$ cat config.mk
export PLATFORM = sky130hd
export DESIGN_NAME = count_seq_top
export DESIGN_NICKNAME = d
export VERILOG_FILES = /design/src/rtl/count_seq_pkg.sv /design/src/rtl/count_seq_top.sv /design/src/rtl/counter_nbit.sv /design/src/rtl/count_sequencer.sv
export SDC_FILE = /design/constraint.sdc
export NUM_CORES = 1
export LEC_CHECK = 0
export ABC_AREA = 1
export BUFFER_PORTS_ARGS = -buffer_cell sky130_fd_sc_hd__buf_2
export CELL_PAD_IN_SITES_DETAIL_PLACEMENT = 1
export CELL_PAD_IN_SITES_GLOBAL_PLACEMENT = 2
export CORE_UTILIZATION = 32
export DETAILED_ROUTE_END_ITERATION = 10
export GPL_TIMING_DRIVEN = 0
export PLACE_DENSITY_LB_ADDON = 0.12
export SYNTH_ARGS = -nofsm -noshare
export SYNTH_HDL_FRONTEND = slang
export SYNTH_SLANG_ARGS = --single-unit
$ cat constraint.sdc
create_clock -name clk -period 2.7 [get_ports clk]
set_input_delay 0 -clock clk [delete_from_list [all_inputs] [get_ports clk]]
set_output_delay 0 -clock clk [all_outputs]
set_load 0.05 [all_outputs]
$ cat src/rtl/count_seq_pkg.sv
// Shared types and defaults for the count sequencer and its closed-loop wrapper.
package count_seq_pkg;

    localparam int DEFAULT_N = 8;

    typedef enum logic [1:0] {
        IDLE = 2'd0,
        LOAD = 2'd1,
        RUN  = 2'd2,
        DONE = 2'd3
    } state_t;

endpackage

$ cat src/rtl/count_seq_top.sv
// Closed loop of sequencer and counter, with the count fed back to the sequencer.
module count_seq_top
    import count_seq_pkg::*;
#(
    parameter int N = DEFAULT_N
) (
    input  logic         clk,
    input  logic         rst_n,
    input  logic         start_i,
    input  logic         abort_i,
    input  logic [N-1:0] start_value_i,
    input  logic [N-1:0] target_value_i,
    output logic [N-1:0] count_o,
    output logic         busy_o,
    output logic         done_o
);

    logic         load;
    logic [N-1:0] load_value;
    logic         enable;
    logic         dec;

    count_sequencer #(.N(N)) u_seq (
        .clk            (clk),
        .rst_n          (rst_n),
        .start_i        (start_i),
        .abort_i        (abort_i),
        .start_value_i  (start_value_i),
        .target_value_i (target_value_i),
        .count_i        (count_o),
        .load_o         (load),
        .load_value_o   (load_value),
        .enable_o       (enable),
        .dec_o          (dec),
        .busy_o         (busy_o),
        .done_o         (done_o)
    );

    counter_nbit #(.N(N)) u_cnt (
        .clk          (clk),
        .rst_n        (rst_n),
        .load_i       (load),
        .load_value_i (load_value),
        .enable_i     (enable),
        .dec_i        (dec),
        .count_o      (count_o)
    );

endmodule

$ cat src/rtl/counter_nbit.sv
// Loadable modulo-2^N up/down counter; load has priority over enable.
module counter_nbit
    import count_seq_pkg::*;
#(
    parameter int N = DEFAULT_N
) (
    input  logic         clk,
    input  logic         rst_n,
    input  logic         load_i,
    input  logic [N-1:0] load_value_i,
    input  logic         enable_i,
    input  logic         dec_i,
    output logic [N-1:0] count_o
);

    logic [N-1:0] count_q;
    logic [N-1:0] count_d;

    always_comb begin
        count_d = count_q;
        if (load_i) begin
            count_d = load_value_i;
        end else if (enable_i) begin
            count_d = dec_i ? count_q - 1'b1 : count_q + 1'b1;
        end
    end

    always_ff @(posedge clk or negedge rst_n) begin
        if (!rst_n) begin
            count_q <= '0;
        end else begin
            count_q <= count_d;
        end
    end

    assign count_o = count_q;

endmodule

$ cat src/rtl/count_sequencer.sv
// Run controller: loads a counter with a start value and steers it toward a
// target, pulsing done on arrival; abort returns to idle without done.
module count_sequencer
    import count_seq_pkg::*;
#(
    parameter int N = DEFAULT_N
) (
    input  logic         clk,
    input  logic         rst_n,
    input  logic         start_i,
    input  logic         abort_i,
    input  logic [N-1:0] start_value_i,
    input  logic [N-1:0] target_value_i,
    input  logic [N-1:0] count_i,
    output logic         load_o,
    output logic [N-1:0] load_value_o,
    output logic         enable_o,
    output logic         dec_o,
    output logic         busy_o,
    output logic         done_o
);

    state_t       state_q, state_d;
    logic [N-1:0] start_q, start_d;
    logic [N-1:0] target_q, target_d;

    always_comb begin
        state_d      = state_q;
        start_d      = start_q;
        target_d     = target_q;
        load_o       = 1'b0;
        load_value_o = '0;
        enable_o     = 1'b0;
        dec_o        = 1'b0;
        busy_o       = 1'b0;
        done_o       = 1'b0;
        unique case (state_q)
            IDLE: begin
                if (start_i) begin
                    start_d  = start_value_i;
                    target_d = target_value_i;
                    state_d  = LOAD;
                end
            end
            LOAD: begin
                busy_o = 1'b1;
                // Abort suppresses the load so the counter keeps its value.
                if (abort_i) begin
                    state_d = IDLE;
                end else begin
                    load_o       = 1'b1;
                    load_value_o = start_q;
                    state_d      = RUN;
                end
            end
            RUN: begin
                busy_o = 1'b1;
                dec_o  = (count_i > target_q);
                if (abort_i) begin
                    state_d = IDLE;
                end else begin
                    enable_o = (count_i != target_q);
                    if (count_i == target_q) begin
                        state_d = DONE;
                    end
                end
            end
            DONE: begin
                busy_o  = 1'b1;
                done_o  = 1'b1;
                state_d = IDLE;
            end
            default: state_d = IDLE;
        endcase
    end

    always_ff @(posedge clk or negedge rst_n) begin
        if (!rst_n) begin
            state_q  <= IDLE;
            start_q  <= '0;
            target_q <= '0;
        end else begin
            state_q  <= state_d;
            start_q  <= start_d;
            target_q <= target_d;
        end
    end

endmodule

==> flow_metrics.env <==
export IMPL_cts_root_buf="clkbuf_8"
export IMPL_htreeDepth=1
export IMPL_rr_endpoint="u_cnt.count_o[6]$_DFFE_PN0P_"
export IMPL_synth_main_ff_cell="dfrtp_1"
export IMPL_seqPwrFrac_pct=27.7
export IMPL_hold_path_startpoint="start_i"
export IMPL_timing_rr_start="u_cnt.count_o[5]$_DFFE_PN0P_"
export IMPL_max_clock_path_buffers=2
export IMPL_hp_class="primary input to flip-flop"
export IMPL_r2r_setup_slack_ns=0.21
export IMPL_rsz0062_at_grt="no"
export IMPL_crit_type="flip-flop to flip-flop"
export IMPL_powerDensity_nw_per_um2=1180
export IMPL_avgSynthCellArea_um2=8.28
export IMPL_cts_sinks=26
export IMPL_grt_pass1_wl_um=6820
export IMPL_instances_no_fill=318
export IMPL_combPwrFrac_pct=59.6
export IMPL_synthDistinctLibCells=26
export IMPL_wirelength_um=3970
export IMPL_status="finished, final reports clean"
export IMPL_clkTransAtPathRegs_ns=0.10
export IMPL_path_max_fanout=4
export IMPL_min_period_over_period_pct=92.2
export IMPL_synth_adder_area_share_pct=12.2
export IMPL_synth_edff_count=0
export IMPL_yosys_area_share_simple_pct=21.1
export IMPL_first_pass_iters=4
export IMPL_max_slew_margin_rel_pct=58.1
export IMPL_synth_compound_area_share_pct=12.7
export IMPL_track_usage_pct=16.8
export IMPL_fmax_mhz=402
export IMPL_cap_viol_max_count=0
export IMPL_area_growth_pct=35.8
export IMPL_setup_viol_count_final=0
export IMPL_ys_seq_area_share_pct=40.7
export IMPL_synthTopCellsByArea="dfrtp_1, ha_1, nand2_1, inv_1, a21oi_1"
export IMPL_io_buffers=29
export IMPL_antenna_found_initial=0
export IMPL_io_pins=30
export IMPL_grt_pass1_vias=1499
export IMPL_crit_start="u_cnt.count_o[5]$_DFFE_PN0P_"
export IMPL_n_antenna_cell=0
export IMPL_cts_inserted_buffers=3
export IMPL_total_power_mw=2.57
export IMPL_drive_gt1_share_pct=29.1
export IMPL_core_um2=4750
export IMPL_drtIter0Drc=38
export IMPL_hold_violations=0
export IMPL_fin_crit_ns=2.49
export IMPL_ant_nets=0
export IMPL_min_path_cells=3
export IMPL_gp_congestion=0.719
export IMPL_p_leak_nw=1.14
export IMPL_holdWs_ns=0.0512
export IMPL_overflow=0
export IMPL_synth_cell_area_um2=1600
export IMPL_intPower_mw=1.35
export IMPL_rr_worst_depth=13
export IMPL_yosysTopAreaCell="dfrtp_1"
export IMPL_wl_per_cell_um=12.5
export IMPL_vias=1418
export IMPL_yosys_area_top_type_share_pct=40.7
export IMPL_cts_tree="yes"
export IMPL_clk_latency_ns=0.27
export IMPL_die_w_um=72.7
export IMPL_rows=25
export IMPL_synthCells=193
export IMPL_start_util_pct=33.6
export IMPL_dp_cells=289
export IMPL_fin_nets=287
export IMPL_synth_xor_area_share_pct=0.548
export IMPL_dieArea_um2=5280
export IMPL_yosys_warnings=0
export IMPL_viasPerCell=4.46
export IMPL_critical_path_required_ns=2.86
export IMPL_worstHoldEndpoint="u_seq.state_q[0]$_DFFE_PN0P_"
export IMPL_grt_max_degree=27
export IMPL_switching_power_mw=1.22
export IMPL_synthMostInstantiatedCell="nand2_1"
export IMPL_ys_async_sr_fraction_pct=100
export IMPL_vdd_drop_max_mv=0.533
export IMPL_drc=0
export IMPL_tightest_slew_ns=0.628
export IMPL_synthTopCellsByCount="nand2_1, inv_1, dfrtp_1, a21oi_1, nor2_1"
export IMPL_drv_slew=0
export IMPL_synth_nets=228
export IMPL_cp_start_kind="flip-flop"
export IMPL_fin_skew_ns=0.0107
export IMPL_pwr_share_clk_pct=12.7
export IMPL_synth_top_family_by_area="simple AND/OR/NAND/NOR gates"
export IMPL_fp_dieH_um=72.7
export IMPL_critPathArrivalTime_ns=2.65
export IMPL_end_kind="flip-flop"
export IMPL_post_dp_hpwl_um=3100
export IMPL_p_sw_share_pct=47.5
export IMPL_ys_ff_latch=26
export IMPL_synth_mux_area_share_pct=4.23
==> state kept, by name, summed over array words and instances (netlist names) <==
name / cells
u_cnt.count_o: 8
u_seq.start_q: 8
u_seq.state_q: 2
u_seq.target_q: 8
==> metal layers <==
| metal | vias up | part of all wire [%] | track usage, % |
|---|---|---|---|
| li1 | 735 | - | - |
| met1 | 659 | 46 | 20.9 |
| met2 | 20 | 51 | 30.4 |
| met3 | 4 | 1.9 | 2.21 |
| met4 | 0 | 1.2 | 4.58 |
| met5 | - | 0 | 0 |
==> timing repair <==
| item | in CTS | in global routing |
|---|---|---|
| endpoints found under the setup margin | 2 | 5 |
| buffers inserted | 0 | 7 |
| hold buffers | 18 | 0 |
| gates resized for setup | 1 | 8 |
| hold endpoints to repair | 43 | 0 |
| pin swaps | 0 | 2 |
==> worst max-delay path by stage <==
| stage | end | slack (ns) | cells past startpoint |
|---|---|---|---|
| 2_1_floorplan | u_cnt.count_o[6]$_DFFE_PN0P_ | 0.06 | 15 |
| 6_report | u_cnt.count_o[6]$_DFFE_PN0P_ | 0.21 | 13 |
| 3_3_place_gp | u_cnt.count_o[6]$_DFFE_PN0P_ | 0.04 | 16 |
| 3_5_place_dp | u_cnt.count_o[6]$_DFFE_PN0P_ | -0.007 | 16 |
| 4_1_cts | u_cnt.count_o[6]$_DFFE_PN0P_ | 0.05 | 16 |
| 5_1_grt | u_cnt.count_o[5]$_DFFE_PN0P_ | 0.002 | 19 |
==> worst max-delay path, cell delays in order (launching register included) <==
cell,delay [ns]
dfrtp_2,0.44
ha_1,0.30
nand2_1,0.08
nor2_4,0.15
nand2_1,0.07
nand2_1,0.11
nand2_2,0.12
fa_1,0.43
o21ai_0,0.23
nand2_1,0.10
nand2_1,0.09
a21oi_2,0.06
nor2_1,0.12
o21ai_2,0.07
==> cell families after synthesis <==
| family | after synthesis |
|---|---|
| adder cells (fa/ha/maj) | 15 |
| AND/OR/NAND/NOR | 75 |
| AO/OA/AOI/OAI | 35 |
| multiplexers | 6 |
| buffers and inverters | 35 |
| XOR/XNOR | 1 |
| flip-flops | 26 |
==> per-stage QoR <==
stage | cell area [um^2] | TNS [ns] | util [%] | worst slack (ns)
detailed placement | 1830 | -0.00722 | 38.4 | -0.00722
global placement | 1830 | 0 | 38.4 | 0.0415
global route | 2170 | 0 | 45.6 | 0.00169
floorplan | 1600 | 0 | - | 0.0567
CTS | 2080 | 0 | 43.7 | 0.0484
finish | 2170 | 0 | 45.6 | 0.212
==> final cells by class <==
| type | count | area [um^2] |
|---|---|---|
| plain buffers | 2 | 10.0 |
| clock buffers | 3 | 41.3 |
| clock inverters | 1 | 30.0 |
| fillers | 581 | 2580 |
| inverters | 33 | 129 |
| multi-input cells | 132 | 843 |
| flip-flops and latches | 26 | 654 |
| well taps | 67 | 83.8 |
| repair buffers | 54 | 378 |
==> power groups by stage <==
stage	logic (mW)	registers, mW	clock network [mW]
4_1_cts	1.43	0.723	0.339
3_5_place_dp	1.40	0.732	0
3_3_place_gp	1.35	0.720	0
2_1_floorplan	0.898	0.887	0
6_report	1.53	0.712	0.325
5_1_grt	1.72	0.739	0.355
==> layout by cell type (no fill, tap or decap), types with 2 or more instances in the layout <==
cell type,n
nand2_1,36
inv_4,2
dlygate4sd3_1,18
nand2_4,2
o22ai_1,2
or2_2,2
buf_2,31
dfrtp_2,3
a21oi_2,2
nor2_1,18
dfrtp_1,23
a21oi_1,19
buf_4,7
ha_1,12
nand3_1,10
mux2_2,6
nand2_2,5
clkbuf_8,3
ha_4,2
o21ai_0,4
inv_1,28
inv_2,2
o21ai_1,4
Power figures use the tool's default switching activity.
